<file path="src/rtl/mackerel_ide_pkg.sv">
// rtl/mackerel_ide_pkg.sv - shared state encoding and default timing for the IDE cycle sequencer
package mackerel_ide_pkg;

    typedef enum logic [2:0] {
        IDLE,
        SETUP,
        STROBE,
        WAIT,
        ACK,
        ERR,
        RECOVER
    } ide_state_e;

    localparam int unsigned DEF_SETUP_CYCLES    = 2;
    localparam int unsigned DEF_ACTIVE_CYCLES   = 6;
    localparam int unsigned DEF_RECOVERY_CYCLES = 3;
    localparam int unsigned DEF_TIMEOUT_CYCLES  = 255;
    localparam int unsigned DEF_CNT_W           = 8;

    // DIOR-/DIOW- stays asserted from strobe start until the CPU is released.
    function automatic logic strobe_state(input ide_state_e s);
        return (s == STROBE) || (s == WAIT) || (s == ACK);
    endfunction

endpackage

</file>
<file path="src/rtl/sync_2ff.sv">
// rtl/sync_2ff.sv - two-flop synchroniser for the asynchronous IORDY input
module sync_2ff (
    input  logic clk_i,
    input  logic rst_i,
    input  logic d_i,
    output logic q_o
);

    logic meta_q;
    logic sync_q;

    always_ff @(posedge clk_i or posedge rst_i) begin
        if (rst_i) begin
            meta_q <= 1'b0;
            sync_q <= 1'b0;
        end else begin
            meta_q <= d_i;
            sync_q <= meta_q;
        end
    end

    assign q_o = sync_q;

endmodule

</file>
<file path="src/rtl/ide_cycle_sequencer.sv">
// rtl/ide_cycle_sequencer.sv - sequences 68030 bus cycles onto the 16-bit IDE PIO port
module ide_cycle_sequencer
    import mackerel_ide_pkg::*;
#(
    parameter int unsigned SETUP_CYCLES    = DEF_SETUP_CYCLES,
    parameter int unsigned ACTIVE_CYCLES   = DEF_ACTIVE_CYCLES,
    parameter int unsigned RECOVERY_CYCLES = DEF_RECOVERY_CYCLES,
    parameter int unsigned TIMEOUT_CYCLES  = DEF_TIMEOUT_CYCLES,
    parameter int unsigned CNT_W           = DEF_CNT_W
) (
    input  logic CLK,
    input  logic RST,
    input  logic AS_n,
    input  logic DS_n,
    input  logic RW,
    input  logic IDE_SEL,
    input  logic REG_SEL,
    input  logic IDE_RDY,
    output logic IDE_CS0_n,
    output logic IDE_CS1_n,
    output logic IDE_RD_n,
    output logic IDE_WR_n,
    output logic IDE_BUF_n,
    output logic DSACK1_n,
    output logic BERR_n,
    output logic BUSY
);

    localparam logic [CNT_W-1:0] SETUP_LD = CNT_W'(SETUP_CYCLES);
    localparam logic [CNT_W-1:0] ACT_LD   = CNT_W'(ACTIVE_CYCLES);
    localparam logic [CNT_W-1:0] REC_LD   = CNT_W'(RECOVERY_CYCLES);
    localparam logic [CNT_W-1:0] TO_LD    = CNT_W'(TIMEOUT_CYCLES);
    localparam logic [CNT_W-1:0] CNT_ONE  = CNT_W'(1);

    ide_state_e       state_q, state_d;
    logic [CNT_W-1:0] cnt_q, cnt_d;
    logic             rw_q, rw_d;
    logic             reg_q, reg_d;
    logic             rdy_s;
    logic             cnt_last;

    logic cs0_n_q, cs0_n_d;
    logic cs1_n_q, cs1_n_d;
    logic rd_n_q, rd_n_d;
    logic wr_n_q, wr_n_d;
    logic buf_n_q, buf_n_d;
    logic dsack_n_q, dsack_n_d;
    logic berr_n_q, berr_n_d;
    logic busy_q, busy_d;
    logic busy_nx, strobe_nx;

    sync_2ff u_rdy_sync (
        .clk_i (CLK),
        .rst_i (RST),
        .d_i   (IDE_RDY),
        .q_o   (rdy_s)
    );

    assign cnt_last = (cnt_q == CNT_ONE);

    always_comb begin
        state_d = state_q;
        cnt_d   = cnt_q;
        rw_d    = rw_q;
        reg_d   = reg_q;
        case (state_q)
            IDLE: begin
                if (IDE_SEL && !AS_n && !DS_n) begin
                    state_d = SETUP;
                    cnt_d   = SETUP_LD;
                    rw_d    = RW;
                    reg_d   = REG_SEL;
                end
            end
            SETUP: begin
                if (AS_n) begin
                    state_d = RECOVER;
                    cnt_d   = REC_LD;
                end else if (cnt_last) begin
                    state_d = STROBE;
                    cnt_d   = ACT_LD;
                end else begin
                    cnt_d = cnt_q - CNT_ONE;
                end
            end
            STROBE: begin
                if (AS_n) begin
                    state_d = RECOVER;
                    cnt_d   = REC_LD;
                end else if (cnt_last) begin
                    state_d = rdy_s ? ACK : WAIT;
                    cnt_d   = TO_LD;
                end else begin
                    cnt_d = cnt_q - CNT_ONE;
                end
            end
            WAIT: begin
                // A CPU abort beats a same-edge IORDY or timeout.
                if (AS_n) begin
                    state_d = RECOVER;
                    cnt_d   = REC_LD;
                end else if (rdy_s) begin
                    state_d = ACK;
                end else if (cnt_last) begin
                    state_d = ERR;
                end else begin
                    cnt_d = cnt_q - CNT_ONE;
                end
            end
            ACK, ERR: begin
                if (AS_n) begin
                    state_d = RECOVER;
                    cnt_d   = REC_LD;
                end
            end
            RECOVER: begin
                if (cnt_last) begin
                    state_d = IDLE;
                end else begin
                    cnt_d = cnt_q - CNT_ONE;
                end
            end
            default: state_d = IDLE;
        endcase
    end

    // Outputs are decoded from the next state so every pin changes on the same edge as the state.
    always_comb begin
        busy_nx   = (state_d != IDLE);
        strobe_nx = strobe_state(state_d);
        busy_d    = busy_nx;
        cs0_n_d   = !(busy_nx && !reg_d);
        cs1_n_d   = !(busy_nx && reg_d);
        buf_n_d   = !busy_nx;
        rd_n_d    = !(strobe_nx && rw_d);
        wr_n_d    = !(strobe_nx && !rw_d);
        dsack_n_d = (state_d != ACK);
        berr_n_d  = (state_d != ERR);
    end

    always_ff @(posedge CLK or posedge RST) begin
        if (RST) begin
            state_q   <= IDLE;
            cnt_q     <= '0;
            rw_q      <= 1'b1;
            reg_q     <= 1'b0;
            cs0_n_q   <= 1'b1;
            cs1_n_q   <= 1'b1;
            rd_n_q    <= 1'b1;
            wr_n_q    <= 1'b1;
            buf_n_q   <= 1'b1;
            dsack_n_q <= 1'b1;
            berr_n_q  <= 1'b1;
            busy_q    <= 1'b0;
        end else begin
            state_q   <= state_d;
            cnt_q     <= cnt_d;
            rw_q      <= rw_d;
            reg_q     <= reg_d;
            cs0_n_q   <= cs0_n_d;
            cs1_n_q   <= cs1_n_d;
            rd_n_q    <= rd_n_d;
            wr_n_q    <= wr_n_d;
            buf_n_q   <= buf_n_d;
            dsack_n_q <= dsack_n_d;
            berr_n_q  <= berr_n_d;
            busy_q    <= busy_d;
        end
    end

    assign IDE_CS0_n = cs0_n_q;
    assign IDE_CS1_n = cs1_n_q;
    assign IDE_RD_n  = rd_n_q;
    assign IDE_WR_n  = wr_n_q;
    assign IDE_BUF_n = buf_n_q;
    assign DSACK1_n  = dsack_n_q;
    assign BERR_n    = berr_n_q;
    assign BUSY      = busy_q;

endmodule

</file>
<file path="config.mk">
export PLATFORM = sky130hd
export DESIGN_NAME = ide_cycle_sequencer
export DESIGN_NICKNAME = d
export VERILOG_FILES = /design/src/rtl/mackerel_ide_pkg.sv /design/src/rtl/sync_2ff.sv /design/src/rtl/ide_cycle_sequencer.sv
export SDC_FILE = /design/constraint.sdc
export NUM_CORES = 1
export LEC_CHECK = 0
export ABC_AREA = 1
export BUFFER_PORTS_ARGS = -buffer_cell sky130_fd_sc_hd__buf_2
export CAP_MARGIN = 30
export CORE_MARGIN = 1.5
export CORE_UTILIZATION = 34
export DETAILED_ROUTE_END_ITERATION = 8
export GPL_TIMING_DRIVEN = 0
export PLACE_DENSITY_LB_ADDON = 0.05
export SYNTH_ARGS = -nofsm -noshare
export SYNTH_HDL_FRONTEND = slang
export SYNTH_SLANG_ARGS = --single-unit
</file>
<file path="constraint.sdc">
create_clock -name CLK -period 2.1 [get_ports CLK]
set_input_delay 0.21 -clock CLK [delete_from_list [all_inputs] [get_ports CLK]]
set_output_delay 0.21 -clock CLK [all_outputs]
set_load 0.1 [all_outputs]
</file>
==> results of run 1 <==
==> state kept, by name, summed over array words and instances, names as in the netlist <==
| signal | cells |
|---|---|
| u_rdy_sync.q_o | 1 |
| cnt_q | 8 |
| IDE_BUF_n | 1 |
| BUSY | 1 |
| u_rdy_sync.meta_q | 1 |
| IDE_CS1_n | 1 |
| reg_q | 1 |
| BERR_n | 1 |
| state_q | 3 |
| DSACK1_n | 1 |
| rw_q | 1 |
| IDE_WR_n | 1 |
| IDE_RD_n | 1 |
| IDE_CS0_n | 1 |
==> layer usage <==
metal | up-vias | global-route usage | routed length (um)
met5 | - | 0 | 0
met4 | 0 | 0.0306 | 17
met3 | 2 | 0.0250 | 67
met2 | 16 | 0.297 | 1610
met1 | 574 | 0.196 | 1480
li1 | 632 | - | -
==> Yosys cell counts, types with 4 or more instances <==
master,n,area share
nand2_1,44,0.12
inv_1,26,0.070
dfrtp_1,15,0.27
nand3_1,15,0.053
nor2_1,14,0.037
o21ai_0,13,0.046
inv_2,10,0.027
dfstp_2,8,0.15
a21oi_1,7,0.025
nand2_2,6,0.027
nor2_2,5,0.022
ha_1,4,0.036
o21ai_1,4,0.014
==> power groups by stage <==
stage	logic, mW	registers, mW	clock network [mW]
detailed placement	0.0221	0.455	0
floorplan	0.0123	0.455	0
finish	0.0210	0.447	0.272
CTS	0.0221	0.447	0.287
global route	0.0241	0.447	0.300
global placement	0.0219	0.455	0
==> path summary, 6_finish.rpt <==
| check | to | cells after the start | slack (ns) | startpoint |
|---|---|---|---|---|
| setup / recovery | cnt_q[0] | 12 | 0.16 | cnt_q[1] |
| hold / removal | u_rdy_sync.meta_q | 1 | 0.05 | IDE_RDY |
| setup reg to reg | cnt_q[0] | 12 | 0.16 | cnt_q[1] |
| hold reg to reg | u_rdy_sync.q_o | 0 | 0.36 | u_rdy_sync.meta_q |
| max in group asynchronous | state_q[1] | 2 | 1.45 | RST |
| min in group asynchronous | cnt_q[4] | 2 | 0.12 | RST |
==> cells by family after synthesis <==
| group | Yosys count |
|---|---|
| and+or+nand+nor | 90 |
| buffers and inverters | 39 |
| AOI/OAI and AO/OA | 32 |
| DFF | 23 |
| adders and majority gates | 4 |
| xor gates and xnor gates | 1 |
==> worst max-delay path: cells and delay by family (launching register included) <==
| family | cells | cell delay (ns) |
|---|---|---|
| compound gates | 3 | 0.35 |
| fa+ha+maj | 2 | 0.43 |
| buf+inv | 4 | 0.33 |
| flops | 1 | 0.42 |
| simple gates | 3 | 0.31 |
==> metrics by stage <==
step / instances / setup slack [ns] / hold slack, ns
3_5_place_dp: 253 / 0.105 / 0.321
4_1_cts: 257 / 0.0801 / 0.0455
6_report: 257 / 0.159 / 0.0498
5_1_grt: 257 / 0.000515 / 0.0454
3_3_place_gp: 253 / 0.151 / 0.321
2_1_floorplan: 189 / 0.333 / 0.206
==> layout make-up <==
| type | instances | area share |
|---|---|---|
| Clock inverter | 1 | 0.00316 |
| Multi-Input combinational cell | 127 | 0.418 |
| Inverter | 36 | 0.0852 |
| Tap cell | 50 | 0.0395 |
| Timing Repair Buffer | 14 | 0.0442 |
| Buffer | 3 | 0.0150 |
| Sequential cell | 23 | 0.369 |
| Clock buffer | 3 | 0.0260 |
==> flow_summary.ini, run 1 <==
[status]
status = complete, no violations

[worst_setup_path]
startpoint_type = flip-flop
path_max_fanout = 11
cpPeakStageDelay_ns = 0.42
cp_slowest_cell = dfrtp_1
arrival_ns = 2.09
worstPathCellList = inv_2 -> ha_1 -> inv_1 -> nor2_2 -> nand2_1 -> buf_6 -> ha_1 -> inv_1 -> o21ai_0 -> o2111ai_1 -> nand2_1 -> o21ai_0
worstPathRequired_ns = 2.25
crit_type = flip-flop to flip-flop
crit_path_end_kind = flip-flop

[power]
vdd_ir_drop_max_uv = 203
p_clk_frac = 0.368
power.density_nw_per_um2 = 467
switching_share = 0.212
cellLeakagePower_nw = 0.786
p_int_mw = 0.583
p_sw_mw = 0.157
total_power_mw = 0.740
combPwrFrac = 0.028
pwr-share-seq = 0.604

[final_layout]
fill_cells = 430
seqCellArea_um2 = 586
fin_area_um2 = 1590
layout-drive-gt1-share = 0.280
syn_to_final_growth_pct = 12.9
final_common_cell = nand2_1
fin_nets = 220
diodes = 0
fin_util = 0.399
final_cell_mix = nand2_1 (44), inv_1 (25), dfrtp_1 (15), buf_2 (15), nand3_1 (15)
multi_input_area_um2 = 662

[global_route]
grt_max_degree = 24
grt_overflow_total = 0
grt_pass1_wl_mm = 5.55
grt.total_usage = 0.160
antenna_found_initial = 0
grt_pass1_vias = 1249

[detailed_routing]
drc = 0
routedWlPerCell_um = 12.3
vias = 1224
viasPerCell = 4.76
first_pass_iters = 4
wirelength_mm = 3.17
dr.first_iter.drc_count = 32
ant_nets = 0

[floorplan]
dieArea_um2 = 4520
core_area_um2 = 3970
die_h_um = 67.3
rows = 23
initial_core_util = 0.353
fp.dieW_um = 67.3
ios = 16

[clocking]
cts-root-buf = clkbuf_8
clk_pin_slew_ns = 0.08
cts-htree-levels = 1
hold_buffers = 0
clk-insertion-delay-late_ns = 0.26
post_cts_buffers = 0
clock_sinks = 23
cts_tree = yes
cts_buffers = 3
postCtsResizedCells = 0
clockBufferDepth = 2

[yosys]
ys_types = 27
synth_enable_flop_cells = 0
syn_inst = 189
synthXorXnorAreaFrac = 0.00624
syn-num-nets = 201
synthAdderAreaFrac = 0.0357
ys_async_sr_fraction = 1.00
seq_area_frac_synth = 0.417
syn_area_um2 = 1400
yosys_warnings = 0
synth.area.mux_share = 0
synth_ff_type = dfrtp_1
synth-simple-area-share = 0.299
synth_top_family_by_area = simple AND/OR/NAND/NOR gates
synth-compound-area-share = 0.128
synth.avg_cell_area_um2 = 7.43
synth-seq-cells = 23

[timing]
slew_headroom = 0.418
timing.final.crit_share = 0.924
fin_crit_ns = 1.94
hold_violations = 0
fin_setup_tns_ns = 0
report.final.slew_viol_count = 0
setup_viol = 0
clock.fmax_mhz = 515
rsz0062_at_grt = no
skew_ns = 0.00162
worst_pin_slew_ns = 0.872

[placed_design]
placed_cell_area_um2 = 1540
io_buffers = 14
routabilityCongestion = 0.775
dp_hpwl_mm = 2.47

[hold_path]
hp-class = input port to flip-flop

[flow_run]
drv_cap = 0
Note: power is estimated with default switching activity, not from simulation.
==> run 2, diff against run 1 <==
Clock period 2.1 ns to 2.3 ns, I/O delays scaled along.
==> run 2 against run 1 <==
  * Cell count unchanged
  * Utilization is 0.063 points lower
  * Critical endpoint unchanged
  * Count of clock-buffer cells in the layout unchanged
==> flow_summary.ini, run 2 (same netlist as run 1, synthesis figures left out) <==
[final_layout]
diodes = 0
final_cell_mix = nand2_1 (44), inv_1 (26), dfrtp_1 (15), buf_2 (15), nand3_1 (15)
seqCellArea_um2 = 586
syn_to_final_growth_pct = 12.7
largest_register_ffs = 8
final_common_cell = nand2_1
reg_top3 = cnt_q: 8 flops, state_q: 3 flops
regMostFlops = cnt_q
fill_cells = 429
fin_nets = 220
layout-drive-gt1-share = 0.271
multi_input_area_um2 = 659

[timing]
timing.final.crit_share = 0.867
worst_pin_slew_ns = 0.872
fin_setup_tns_ns = 0
hold_violations = 0
clock.fmax_mhz = 501
setup_viol = 0
skew_ns = 0.00161
rsz0062_at_grt = no
slew_headroom = 0.418
fin_crit_ns = 2.00
report.final.slew_viol_count = 0

[floorplan]
initial_core_util = 0.353
fp.dieW_um = 67.3
die_h_um = 67.3
core_area_um2 = 3970
dieArea_um2 = 4520
ios = 16
rows = 23

[clocking]
cts-root-buf = clkbuf_8
clock_sinks = 23
hold_buffers = 0
clk_pin_slew_ns = 0.08
clk-insertion-delay-late_ns = 0.26
clockBufferDepth = 2
cts-htree-levels = 1
cts_tree = yes
post_cts_buffers = 0
postCtsResizedCells = 0
cts_buffers = 3

[status]
status = complete, no violations

[global_route]
antenna_found_initial = 0
grt_overflow_total = 0
grt_max_degree = 24
grt.total_usage = 0.160
grt_pass1_vias = 1249
grt_pass1_wl_mm = 5.55

[detailed_routing]
viasPerCell = 4.79
vias = 1230
dr.first_iter.drc_count = 32
routedWlPerCell_um = 12.3
drc = 0
wirelength_mm = 3.17
first_pass_iters = 4
ant_nets = 0

[worst_setup_path]
crit_type = flip-flop to flip-flop
arrival_ns = 2.14
crit_path_end_kind = flip-flop
timing.rr.end = cnt_q[0]
rr_worst_depth = 12
r2r_slack_ns = 0.30
startpoint_type = flip-flop
path_max_fanout = 11
timing.rr.start = cnt_q[1]
worstPathRequired_ns = 2.45

[power]
total_power_mw = 0.676
cellLeakagePower_nw = 0.786
power.density_nw_per_um2 = 427
vdd_ir_drop_max_uv = 185

[hold_path]
hold_depth = 1
min_to = u_rdy_sync.meta_q
hp-class = input port to flip-flop
hp-start = IDE_RDY

[placed_design]
dp_hpwl_mm = 2.47
io_buffers = 14
routabilityCongestion = 0.775

[flow_run]
drv_cap = 0
-- run 2: changes by cell type in the layout (fill, tap and decap cells not counted) --
cell and delta:
inv_1 +1, inv_2 -1, nor2_1 +1, nor2_2 -1
-- run 2: per-stage QoR --
stage,utilization,setup slack [ns],cell area (um2),cells,hold slack (ns)
floorplan,-,0.533,1400,189,0.226
global placement,0.387,0.351,1540,253,0.338
detailed placement,0.387,0.305,1540,253,0.341
CTS,0.399,0.280,1580,257,0.0655
global route,0.399,0.120,1580,257,0.0654
finish,0.399,0.305,1580,257,0.0698
-- run 2: worst max path at each step --
stage	startpoint	end	slack, ns	cells past startpoint
after global routing	cnt_q[1]	cnt_q[0]	0.12	12
after CTS	cnt_q[1]	cnt_q[0]	0.28	12
after detailed placement	cnt_q[1]	cnt_q[0]	0.31	12
after floorplan	cnt_q[1]	cnt_q[0]	0.53	12
final	cnt_q[1]	cnt_q[0]	0.30	12
after global placement	cnt_q[1]	cnt_q[0]	0.35	12
-- run 2: worst max-delay path, cell delays in order (launching register included) --
cell and delay [ns]:
dfrtp_1 0.41, inv_1 0.11, ha_1 0.17, inv_1 0.04, nor2_1 0.16, nand2_1 0.11, buf_6 0.16, ha_1 0.27
inv_1 0.04, o21ai_0 0.14, o2111ai_1 0.14, nand2_1 0.07, o21ai_0 0.07
-- run 2: layout make-up --
cell class,instances,area share
multi-input combinational,127,0.417
sequential,23,0.370
inverter,36,0.0854
timing repair buffer,14,0.0443
tap,50,0.0395
clock buffer,3,0.0261
buffer,3,0.0150
clock inverter,1,0.00316
-- run 2: report_power, final --
group / leakage [nW] / internal [mW] / switching, mW / total, mW
Clock: 0.0255 / 0.121 / 0.128 / 0.248
Sequential: 0.255 / 0.407 / 0.00173 / 0.408
Combinational: 0.506 / 0.00514 / 0.0141 / 0.0192
-- run 2: layer usage --
layer  global-route usage  wire length [um]  vias to the layer above
li1                     -                 -                      633
met2                0.297              1610                       21
met1                0.196              1470                      574
met5                    0                 0                        -
met3               0.0250                72                        2
met4               0.0306                17                        0
